$ cat src/rtl/nios_fprint_processor0_0_cpu1_oci_dct_packer_if.sv
// Word handshake between the OCI data-trace packer and the trace FIFO.
// The master offers a packed word and its code count; the slave accepts it with word_ready.
interface nios_fprint_processor0_0_cpu1_oci_dct_packer_if;
    logic        word_valid;
    logic [29:0] word_data;
    logic [3:0]  word_count;
    logic        word_ready;

    modport master (
        output word_valid,
        output word_data,
        output word_count,
        input  word_ready
    );

    modport slave (
        input  word_valid,
        input  word_data,
        input  word_count,
        output word_ready
    );
endinterface

$ cat src/rtl/nios_fprint_processor0_0_cpu1_oci_dct_packer.sv
// Packs 2-bit data-trace codes into a 30-bit live buffer.
// Full or flushed buffers are handed to a single-entry valid/ready holding register.
module nios_fprint_processor0_0_cpu1_oci_dct_packer (
    input  logic        clk,
    input  logic        reset,
    input  logic        trc_on,
    input  logic        code_valid,
    input  logic [1:0]  code,
    input  logic        flush,
    input  logic        test_ending,
    nios_fprint_processor0_0_cpu1_oci_dct_packer_if.master word_if,
    output logic [29:0] dct_buffer,
    output logic [3:0]  dct_count,
    output logic        overflow,
    output logic [7:0]  drop_cnt
);

    localparam logic [0:0] ST_EMPTY = 1'b0;
    localparam logic [0:0] ST_FULL  = 1'b1;

    logic [0:0]  state;
    logic [29:0] hold_data;
    logic [3:0]  hold_count;

    logic        append;
    logic [29:0] next_buffer;
    logic [3:0]  next_count;
    logic        emit;
    logic        drain;
    logic        load;
    logic        drop;

    // Emit decisions are made on the post-append view so the appended code is never lost.
    always_comb begin
        append      = trc_on && code_valid;
        next_buffer = dct_buffer;
        next_count  = dct_count;
        if (append) begin
            next_buffer = {dct_buffer[27:0], code};
            next_count  = dct_count + 4'd1;
        end
        emit  = (next_count == 4'd15) || ((flush || test_ending) && (next_count != 4'd0));
        drain = (state == ST_FULL) && word_if.word_ready;
        load  = emit && ((state == ST_EMPTY) || drain);
        drop  = emit && !load;
    end

    always_ff @(posedge clk or posedge reset) begin
        if (reset) begin
            dct_buffer <= 30'd0;
            dct_count  <= 4'd0;
        end else if (emit) begin
            dct_buffer <= 30'd0;
            dct_count  <= 4'd0;
        end else begin
            dct_buffer <= next_buffer;
            dct_count  <= next_count;
        end
    end

    // Word payload keeps its last value after a drain; only the state says whether it is live.
    always_ff @(posedge clk or posedge reset) begin
        if (reset) begin
            state      <= ST_EMPTY;
            hold_data  <= 30'd0;
            hold_count <= 4'd0;
        end else begin
            if (load) begin
                hold_data  <= next_buffer;
                hold_count <= next_count;
            end
            case (state)
                ST_EMPTY: if (load) state <= ST_FULL;
                ST_FULL:  if (drain && !load) state <= ST_EMPTY;
                default:  state <= ST_EMPTY;
            endcase
        end
    end

    always_ff @(posedge clk or posedge reset) begin
        if (reset) begin
            overflow <= 1'b0;
            drop_cnt <= 8'd0;
        end else if (drop) begin
            overflow <= 1'b1;
            if (drop_cnt != 8'hFF) drop_cnt <= drop_cnt + 8'd1;
        end
    end

    assign word_if.word_valid = (state == ST_FULL);
    assign word_if.word_data  = hold_data;
    assign word_if.word_count = hold_count;

endmodule
$ cat src/flat_wrapper.sv
// flat-port wrapper written by rule: the top's interface ports become plain ports
module nios_fprint_processor0_0_cpu1_oci_dct_packer_flat 
  (clk, reset, trc_on, code_valid, code, flush, test_ending, dct_buffer, dct_count, overflow, drop_cnt, word_if_word_valid, word_if_word_data, word_if_word_count, word_if_word_ready);
  nios_fprint_processor0_0_cpu1_oci_dct_packer_if word_if_i ();
  input  logic clk;
  input  logic reset;
  input  logic trc_on;
  input  logic code_valid;
  input  logic [1:0] code;
  input  logic flush;
  input  logic test_ending;
  output logic [29:0] dct_buffer;
  output logic [3:0] dct_count;
  output logic overflow;
  output logic [7:0] drop_cnt;
  output wire logic [$bits(word_if_i.word_valid)-1:0] word_if_word_valid;
  output wire logic [$bits(word_if_i.word_data)-1:0] word_if_word_data;
  output wire logic [$bits(word_if_i.word_count)-1:0] word_if_word_count;
  input wire logic [$bits(word_if_i.word_ready)-1:0] word_if_word_ready;
  assign word_if_word_valid = word_if_i.word_valid;
  assign word_if_word_data = word_if_i.word_data;
  assign word_if_word_count = word_if_i.word_count;
  assign word_if_i.word_ready = word_if_word_ready;
  nios_fprint_processor0_0_cpu1_oci_dct_packer u_core (.clk(clk), .reset(reset), .trc_on(trc_on), .code_valid(code_valid), .code(code), .flush(flush), .test_ending(test_ending), .word_if(word_if_i), .dct_buffer(dct_buffer), .dct_count(dct_count), .overflow(overflow), .drop_cnt(drop_cnt));
endmodule
$ cat config.mk
export PLATFORM = sky130hd
export DESIGN_NAME = nios_fprint_processor0_0_cpu1_oci_dct_packer_flat
export DESIGN_NICKNAME = d
export VERILOG_FILES = /design/src/rtl/nios_fprint_processor0_0_cpu1_oci_dct_packer_if.sv /design/src/rtl/nios_fprint_processor0_0_cpu1_oci_dct_packer.sv /design/src/flat_wrapper.sv
export SDC_FILE = /design/constraint.sdc
export NUM_CORES = 1
export LEC_CHECK = 0
export CAP_MARGIN = 20
export CORE_UTILIZATION = 43
export DETAILED_ROUTE_END_ITERATION = 12
export PLACE_DENSITY = 0.75
export SLEW_MARGIN = 10
export SYNTH_ARGS = -nofsm -noshare
export SYNTH_HDL_FRONTEND = slang
export SYNTH_SLANG_ARGS = --single-unit
$ cat constraint.sdc
create_clock -name clk -period 2.4 [get_ports clk]
set_input_delay 0.36 -clock clk [delete_from_list [all_inputs] [get_ports clk]]
set_output_delay 0.36 -clock clk [all_outputs]
set_load 0.1 [all_outputs]
# After elaboration in Yosys (flattened, before gate mapping)
# Cells that the tools add are included.
# Widths: inputs -> output; s select.
[word_totals]
output_inout_bits = 78
register_bits = 78
[classes]
addsub = 2
bitwise_logic = 1
reduce_logical = 12
n_eq_ne = 2
mux = 7
[op_table]
columns = ["operator", "n"]
rows = [
  ["$mux 30", 2],
  ["$add 8x1->8 const B", 1],
  ["$mux 4", 2],
  ["$ne 8x8->1 const B", 1],
  ["$logic_and 1x1->1", 6],
  ["$add 4x1->4 const B", 1],
  ["$eq 4x4->1 const B", 1],
  ["$reduce_bool 4->1", 1],
  ["$logic_or 1x1->1", 3],
  ["$mux 1", 2],
  ["$pmux 1 s2", 1],
  ["$reduce_and 2->1", 1],
  ["$logic_not 1->1", 1],
  ["$not 1->1", 1],
]

# Logic depth before layout (Yosys ltp)
# Gate-level depths: netlist (run 1).
[logic_depth]
depth_word = 10
depth_mapped = 9
depth_no_buf = 7

# Least setup slack after synthesis (run 1)
# No wires, ideal clock.
[synth_timing]
path_kind = "reg2reg"
startpoint = "reg u_core.dct_count[0]"
endpoint = "reg u_core.hold_count[0] (netlist: u_core.word_if.word_count[0])"
t_arrival_ns = 2.669
setup_time_ns = 0.126
path_stages_with_launch = 8
path_slack_ns = -0.395
required_ns = 2.274
cell_sequence = "dfrtp_1 -> ha_1 -> nand3_1 -> xnor2_1 -> a311oi_1 -> nor3_1 -> buf_6 -> mux2_4"
[synth_via]
elab_chain_len = 6
[synth_rtl]
columns = ["element", "line", "source"]
rows = [
  ["start: declaration", "nios_fprint_processor0_0_cpu1_oci_dct_packer.sv:13", "output logic [3:0] dct_count,"],
  ["start signal: assignment", "nios_fprint_processor0_0_cpu1_oci_dct_packer.sv:57", "dct_count <= next_count;"],
  ["$add 4x1->4", "nios_fprint_processor0_0_cpu1_oci_dct_packer.sv:40", "next_count = dct_count + 4'd1;"],
  ["$mux 4 *", "nios_fprint_processor0_0_cpu1_oci_dct_packer.sv:38", "if (append) begin"],
  ["$reduce_bool 4->1", "nios_fprint_processor0_0_cpu1_oci_dct_packer.sv:42", "emit = (next_count == 4'd15) || ((flush || test_ending) && (next_count != 4'd0));"],
  ["$logic_and 1x1->1", "nios_fprint_processor0_0_cpu1_oci_dct_packer.sv:42", ""],
  ["$logic_or 1x1->1", "nios_fprint_processor0_0_cpu1_oci_dct_packer.sv:42", ""],
  ["$logic_and 1x1->1", "nios_fprint_processor0_0_cpu1_oci_dct_packer.sv:44", "load = emit && ((state == ST_EMPTY) || drain);"],
  ["end signal: assignment", "nios_fprint_processor0_0_cpu1_oci_dct_packer.sv:70", "hold_count <= next_count;"],
  ["end: declaration", "nios_fprint_processor0_0_cpu1_oci_dct_packer.sv:23", "logic [3:0] hold_count;"],
]
# Mark *: on every way between the ends. The rest lies on a longest branch, timed or not.
# A chain may end at the register's enable or synchronous reset.

# Worst setup path in the final report (run 1)
[layout_timing]
startpoint = "reg u_core.dct_count[0]"
endpoint = "reg u_core.drop_cnt[1]"
[layout_via]
elab_chain_len = 9
[layout_rtl]
columns = ["element", "line", "source"]
rows = [
  ["$add 4x1->4", "nios_fprint_processor0_0_cpu1_oci_dct_packer.sv:40", ""],
  ["$mux 4 *", "nios_fprint_processor0_0_cpu1_oci_dct_packer.sv:38", ""],
  ["$reduce_bool 4->1", "nios_fprint_processor0_0_cpu1_oci_dct_packer.sv:42", ""],
  ["$logic_and 1x1->1", "nios_fprint_processor0_0_cpu1_oci_dct_packer.sv:42", ""],
  ["$logic_or 1x1->1 *", "nios_fprint_processor0_0_cpu1_oci_dct_packer.sv:42", ""],
  ["$logic_and 1x1->1", "nios_fprint_processor0_0_cpu1_oci_dct_packer.sv:44", ""],
  ["$logic_not 1->1", "nios_fprint_processor0_0_cpu1_oci_dct_packer.sv:45", "drop = emit && !load;"],
  ["$logic_and 1x1->1 *", "nios_fprint_processor0_0_cpu1_oci_dct_packer.sv:45", ""],
  ["$reduce_and 2->1 (no line) *", "-", ""],
  ["end signal: assignment", "nios_fprint_processor0_0_cpu1_oci_dct_packer.sv:86", "if (drop_cnt != 8'hFF) drop_cnt <= drop_cnt + 8'd1;"],
  ["end: declaration", "nios_fprint_processor0_0_cpu1_oci_dct_packer.sv:15", "output logic [7:0] drop_cnt"],
]
# Marks and branches as above.

==> impl_metrics.csv, run 1 <==
group,metric,value,unit
global_route,grt_max_degree,79,
global_route,met2_usage,30.0,%
routing,initialDrtViolationCount,93,
routing,drtAntennaViolNets,0,
sta,tightestPinTransition,0.595,ns
sta,achievable-frequency,443,MHz
place,detailed_place_hpwl,4.56,mm
synthesis,synth_cell_type_count,34,
global_route,grt.met1_usage,24.0,%
global_route,grt_antenna_before_repair,0,
clock_network,clockRootBuffer,"sky130_fd_sc_hd__clkbuf_8",
floorplanning,placementRows,30,
clock_network,cts_tree,"yes",
place,port_buffers,86,
clock_network,cts.path.max_buffers,2,
synthesis,ys_seq_elements,78,
floorplanning,die_area,7750,um^2
synthesis,number_of_flops_mapped_to_enable_cells_by_yosys,0,
layout,area_delta_synth_final,33.0,%
setup_path,timing_worst_setup_path_type,"reg -> reg",
clock_network,postCtsHoldBufs,0,
synthesis,synthFlopType,"sky130_fd_sc_hd__dfrtp_1",
setup_path,worst_setup_path_start_kind,"flip-flop",
clock_network,worst_skew_pair_later_pin_latency,0.35,ns
worst_hold_path,hold_path_class,"in -> async",
synthesis,synthesis.nets,289,
global_route,groute.layer.met3.usage,5.47,%
setup_path,critPathRequiredTime,2.64,ns
sta,rsz0062_at_grt,"false",
floorplanning,coreArea,6980,um^2
setup_path,end_kind,"flip-flop",
routing,drc,0,
global_route,grt.overflow.total,0,
job,drv_cap,0,
floorplanning,chipHeight,88.0,um
synthesis,postSynth.asyncResetShare,100,%
synthesis,synth-warning-count,0,
global_route,grt_pass1_vias,2317,
clock_network,clkSinkCount,78,
floorplanning,initial_standard_cell_utilization_of_the_core,45.6,%
global_route,grt_util_all_layers,18.6,%
setup_path,critical_path_arrival,2.49,ns
synthesis,post_synth_instance_area,3180,um^2
layout,diodes,0,
status,outcome,"complete, no violations",
layout,drive_above_1_share,31.8,%
clock_network,cts_htree_levels,3,
clock_network,cts_buf_count,9,
sta,setup_viol,0,
sta,worst_slew_margin_rel,60.2,%
routing,num_vias,2388,
setup_path,critical-path-max-stage-delay,0.52,ns
floorplanning,die_width,88.0,um
clock_network,cts_setup_buffers,0,
global_route,grt_first_pass_wirelength,10.9,mm
place,finalWeightedCongestion,0.756,
layout,final_net_count,387,
sta,layout_worst_path_cycle_share,94.0,%
setup_path,worstRegToRegCells,6,
clock_network,clk_transition_reported_paths,0.08,ns
synthesis,seq_area_frac_synth,61.3,%
sta,final-max-slew-violation-count,0,
synthesis,syn-mean-instance-area,11.4,um^2
sta,total_negative_slack_for_setup_checks,0,ns
setup_path,critical-path-slowest-cell,"sky130_fd_sc_hd__dfrtp_4",
routing,detail_route.first_pass.iterations,4,
routing,ratio_of_routed_vias_to_standard_cells,5.01,
setup_path,crit_fanout,8,
synthesis,syn-instance-count,278,
setup_path,crit_chain,"ha_1 -> nand3b_1 -> a2111oi_4 -> nor2_4 -> nand3_1 -> mux2_2",
sta,period_minus_slack,2.26,ns
floorplanning,io_pins,87,
routing,route.final.wire_length,6.87,mm
sta,timing.final.hold_violations,0,
routing,routed_wire_length_per_instance,14.4,um
sta,worst_clock_skew,0.00995,ns
global_route,grt_most_used_layer,"met2",
[worst max-delay path, delay by kind of cell, from the launching register on]
kind,cells,cell delay (ns)
and+or+nand+nor,3,0.45
adders and majority gates,1,0.35
DFF,1,0.52
AOI/OAI and AO/OA,1,0.49
muxes,1,0.34
[per-stage QoR]
| step | cells | setup slack [ns] | hold slack (ns) | utilization (%) | cell area (um^2) |
|---|---|---|---|---|---|
| floorplan | 278 | 0.0585 | 0.536 | - | 3200 |
| global placement | 461 | -0.0794 | 0.445 | 57.9 | 4050 |
| detailed placement | 461 | -0.112 | 0.449 | 57.9 | 4050 |
| CTS | 477 | 0.111 | 0.470 | 60.5 | 4230 |
| global route | 477 | 0.0247 | 0.488 | 60.6 | 4230 |
| finish | 477 | 0.144 | 0.445 | 60.6 | 4230 |
[kinds of logic (layout without fill, tap and decap cells)]
group	Yosys count	in the layout	synth area share (%)
simple gates	96	96	13.3
compound gates	43	43	7.98
buf+inv	17	120	3.54
flops	78	78	61.3
xor+xnor	9	9	2.48
mux	33	33	10.6
fa+ha+maj	2	2	0.786
[placed cells by master (no fill, tap or decap), types with 5 or more instances in the layout]
cell	Yosys	layout
sky130_fd_sc_hd__clkdlybuf4s50_1	0	8
sky130_fd_sc_hd__nor2_1	68	68
sky130_fd_sc_hd__clkbuf_8	0	9
sky130_fd_sc_hd__mux2i_1	31	31
sky130_fd_sc_hd__dfrtp_1	78	75
sky130_fd_sc_hd__a21oi_1	34	34
sky130_fd_sc_hd__nand3_1	5	5
sky130_fd_sc_hd__nand4_1	5	5
sky130_fd_sc_hd__buf_4	0	91
sky130_fd_sc_hd__xnor2_1	8	8
[flip-flops by register name, indices dropped and copies added, names as in the netlist]
register,flops
u_core.dct_buffer,30
u_core.word_if.word_data,30
u_core.drop_cnt,8
u_core.dct_count,4
u_core.word_if.word_count,4
u_core.overflow,1
u_core.word_if.word_valid,1
[repair_timing]
item / in CTS / in global routing
setup endpoints to repair: 0 / 25
resized for setup: 0 / 1
hold endpoints to repair: 0 / 0
[final timing paths]
path,startpoint,end,slack [ns]
min reg2reg,u_core.overflow,u_core.overflow,0.46
max,u_core.dct_count[0],u_core.drop_cnt[1],0.14
max reg2reg,u_core.dct_count[0],u_core.drop_cnt[1],0.14
min in group clk,u_core.overflow,u_core.overflow,0.46
max in group asynchronous,reset,u_core.dct_count[0],1.60
min,reset,u_core.word_if.word_data[26],0.44
[per-layer routing]
metal | wire (um) | share of wire [%] | vias to the layer above
met1 | 3020 | 44 | 1179
met4 | 104 | 1.5 | 0
met5 | 0 | 0 | -
met2 | 3400 | 50 | 54
met3 | 346 | 5.0 | 9
li1 | - | - | 1146
[synthesized netlist by cell type (all sizes together) (2+ instances only)]
| master | instances | area [um^2] |
|---|---|---|
| ha | 2 | 25.0 |
| nand2 | 2 | 7.51 |
| buf | 8 | 77.6 |
| mux2 | 2 | 26.3 |
| nand3 | 5 | 25.0 |
| mux2i | 31 | 310 |
| and3 | 3 | 18.8 |
| dfrtp | 78 | 1950 |
| nor3 | 3 | 15.0 |
| nor2b | 3 | 18.8 |
| nor2 | 69 | 262 |
| clkbuf | 7 | 27.5 |
| nand4 | 5 | 31.3 |
| xnor2 | 8 | 70.1 |
| o21ai | 2 | 10.0 |
| and2 | 2 | 12.5 |
| a21oi | 34 | 170 |
| inv | 2 | 7.51 |
[area by class of cell]
type	instances	area (um^2)
repair buffers	102	823
clock inverters	7	57.6
fillers	606	2750
multi-input cells	183	1140
well taps	96	120
clock buffers	9	124
inverters	2	11.3
flip-flops and latches	78	1960
Power of run 1 is left out: the tool's default activity adds up to more than one toggle a clock period on the data nets, which glitch-free logic cannot reach.
==> run 2, diff against run 1 <==
--- a/config.mk
+++ b/config.mk
@@ -9,7 +9,6 @@
 export CORE_UTILIZATION = 43
 export DETAILED_ROUTE_END_ITERATION = 12
 export PLACE_DENSITY = 0.75
-export SLEW_MARGIN = 10
 export SYNTH_ARGS = -nofsm -noshare
 export SYNTH_HDL_FRONTEND = slang
 export SYNTH_SLANG_ARGS = --single-unit
==> results of run 2 <==
The final DEF is identical to that of run 1; final timing and power are the same.
Power of run 2 is left out for the same reason.
==> run 3, diff against run 2 <==
--- a/config.mk
+++ b/config.mk
@@ -8,7 +8,7 @@
 export CAP_MARGIN = 20
 export CORE_UTILIZATION = 43
 export DETAILED_ROUTE_END_ITERATION = 12
-export PLACE_DENSITY = 0.75
+export PLACE_DENSITY = 0.84
 export SYNTH_ARGS = -nofsm -noshare
 export SYNTH_HDL_FRONTEND = slang
 export SYNTH_SLANG_ARGS = --single-unit
==> run 3 against run 2 <==
First-iteration DRC count grew 4.3%. Core utilization shrank 0.43 points. Wire length grew 2.6%. Critical path depth is the same. Non-clock buffer count shrank 2. Register-to-register slack lost 0.03 ns. Global-route usage grew 1.0 points. Hold slack gained 0.021 ns. Die area is the same. Via count is essentially flat. Critical endpoint unchanged.
==> impl_metrics.csv, run 3 (synthesis results as in run 1) <==
group,metric,value,unit
routing,detail_route.first_pass.iterations,4,
layout,layout.cells.most_common,"sky130_fd_sc_hd__buf_4",
status,outcome,"complete, no violations",
sta,tightestPinTransition,0.623,ns
setup_path,critPathRequiredTime,2.63,ns
floorplanning,coreArea,6980,um^2
layout,seqCellArea,1960,um^2
sta,worst_slew_margin_rel,58.4,%
routing,met1_length,3.17,mm
floorplanning,chipHeight,88.0,um
sta,final-max-slew-violation-count,0,
clock_network,clk_transition_reported_paths,0.08,ns
worst_hold_path,hold_path_class,"in -> async",
routing,wl_met2,3.45,mm
layout,diodes,0,
setup_path,worst_setup_path_start_kind,"flip-flop",
setup_path,worstRegToRegCells,6,
clock_network,cts_buf_count,9,
sta,worst_clock_skew,0.00796,ns
setup_path,timing_worst_setup_path_type,"reg -> reg",
routing,drtAntennaViolNets,0,
layout,final_net_count,385,
clock_network,cts_htree_levels,3,
routing,route.final.wire_length,7.05,mm
layout,fillerInstances,608,
setup_path,crit_fanout,8,
global_route,grt_max_degree,79,
place,finalWeightedCongestion,0.756,
setup_path,end_kind,"flip-flop",
floorplanning,die_area,7750,um^2
sta,achievable-frequency,437,MHz
routing,ratio_of_routed_vias_to_standard_cells,5.03,
sta,layout_worst_path_cycle_share,95.4,%
clock_network,clockRootBuffer,"sky130_fd_sc_hd__clkbuf_8",
routing,routed.top_layer,"met4",
layout,multi_input_area,1140,um^2
global_route,grt_first_pass_wirelength,11.6,mm
sta,period_minus_slack,2.29,ns
routing,initialDrtViolationCount,97,
job,drv_cap,0,
sta,rsz0062_at_grt,"false",
layout,area_delta_synth_final,32.0,%
routing,drc,0,
place,detailed_place_hpwl,4.85,mm
setup_path,critical_path_arrival,2.52,ns
routing,routed_wire_length_per_instance,14.9,um
global_route,grt_util_all_layers,19.7,%
clock_network,cts.path.max_buffers,2,
clock_network,cts_tree,"yes",
layout,layout_common_cells,"sky130_fd_sc_hd__buf_4, sky130_fd_sc_hd__dfrtp_1, sky130_fd_sc_hd__nor2_1, sky130_fd_sc_hd__a21oi_1, sky130_fd_sc_hd__mux2i_1",
floorplanning,initial_standard_cell_utilization_of_the_core,45.6,%
sta,setup_viol,0,
clock_network,worst_skew_pair_later_pin_latency,0.33,ns
global_route,grt_antenna_before_repair,0,
routing,wl_met3,361,um
routing,num_vias,2386,
layout,final_core_utilization,60.2,%
floorplanning,io_pins,87,
sta,timing.final.hold_violations,0,
floorplanning,die_width,88.0,um
place,port_buffers,86,
layout,drive_above_1_share,30.7,%
clock_network,clkSinkCount,78,
floorplanning,placementRows,30,
global_route,grt_pass1_vias,2365,
global_route,grt.overflow.total,0,
## run 3: changes by cell type in the layout (fill, tap and decap cells not counted)
| cell | change |
|---|---|
| sky130_fd_sc_hd__buf_4 | -2 |
| sky130_fd_sc_hd__clkbuf_1 | +2 |
| sky130_fd_sc_hd__clkbuf_8 | +1 |
| sky130_fd_sc_hd__clkinv_4 | -1 |
| sky130_fd_sc_hd__clkinvlp_4 | -1 |
| sky130_fd_sc_hd__inv_6 | -1 |
| sky130_fd_sc_hd__inv_8 | -1 |
## run 3: cell type report
class | count | share of cell area [%]
inverter | 2 | 0.268
multi-input combinational | 183 | 27.0
clock buffer | 12 | 3.45
sequential | 78 | 46.7
tap | 96 | 2.86
timing repair buffer | 100 | 19.2
clock inverter | 3 | 0.506
## run 3: final timing paths
path | start | slack, ns | endpoint
setup / recovery | u_core.dct_count[0] | 0.11 | u_core.drop_cnt[1]
hold / removal | reset | 0.47 | u_core.word_if.word_count[2]
setup reg to reg | u_core.dct_count[0] | 0.11 | u_core.drop_cnt[1]
hold reg to reg | u_core.overflow | 0.47 | u_core.overflow
max in group asynchronous | reset | 1.56 | u_core.dct_count[1]
min in group clk | u_core.overflow | 0.47 | u_core.overflow
## run 3: metrics by stage
step	setup slack [ns]	TNS, ns	cells	hold slack (ns)	area [um^2]
floorplan	0.0585	0	278	0.536	3200
global placement	-0.0981	-2.79	459	0.443	4030
detailed placement	-0.149	-4.73	459	0.457	4030
CTS	0.112	0	474	0.470	4200
global route	0.00481	0	474	0.503	4200
finish	0.110	0	474	0.465	4200
## run 3: metal layers
layer	global-route usage [%]	vias to the layer above
li1	-	1132
met2	32.0	64
met5	0	-
met3	4.71	9
met4	7.48	0
met1	25.7	1181
## run 3: critical path, stage by stage (launching register included)
cell and delay, ns:
sky130_fd_sc_hd__dfrtp_4 0.52, sky130_fd_sc_hd__ha_1 0.35, sky130_fd_sc_hd__nand3b_1 0.24, sky130_fd_sc_hd__a2111oi_4 0.49
sky130_fd_sc_hd__nor2_4 0.08, sky130_fd_sc_hd__nand3_1 0.15, sky130_fd_sc_hd__mux2_2 0.34
## run 3: timing repair
action	in CTS	in global routing
gates resized for setup	0	1
hold buffers	0	0
setup endpoints to repair	0	2
setup buffers	0	0
Power of run 3 is left out for the same reason.
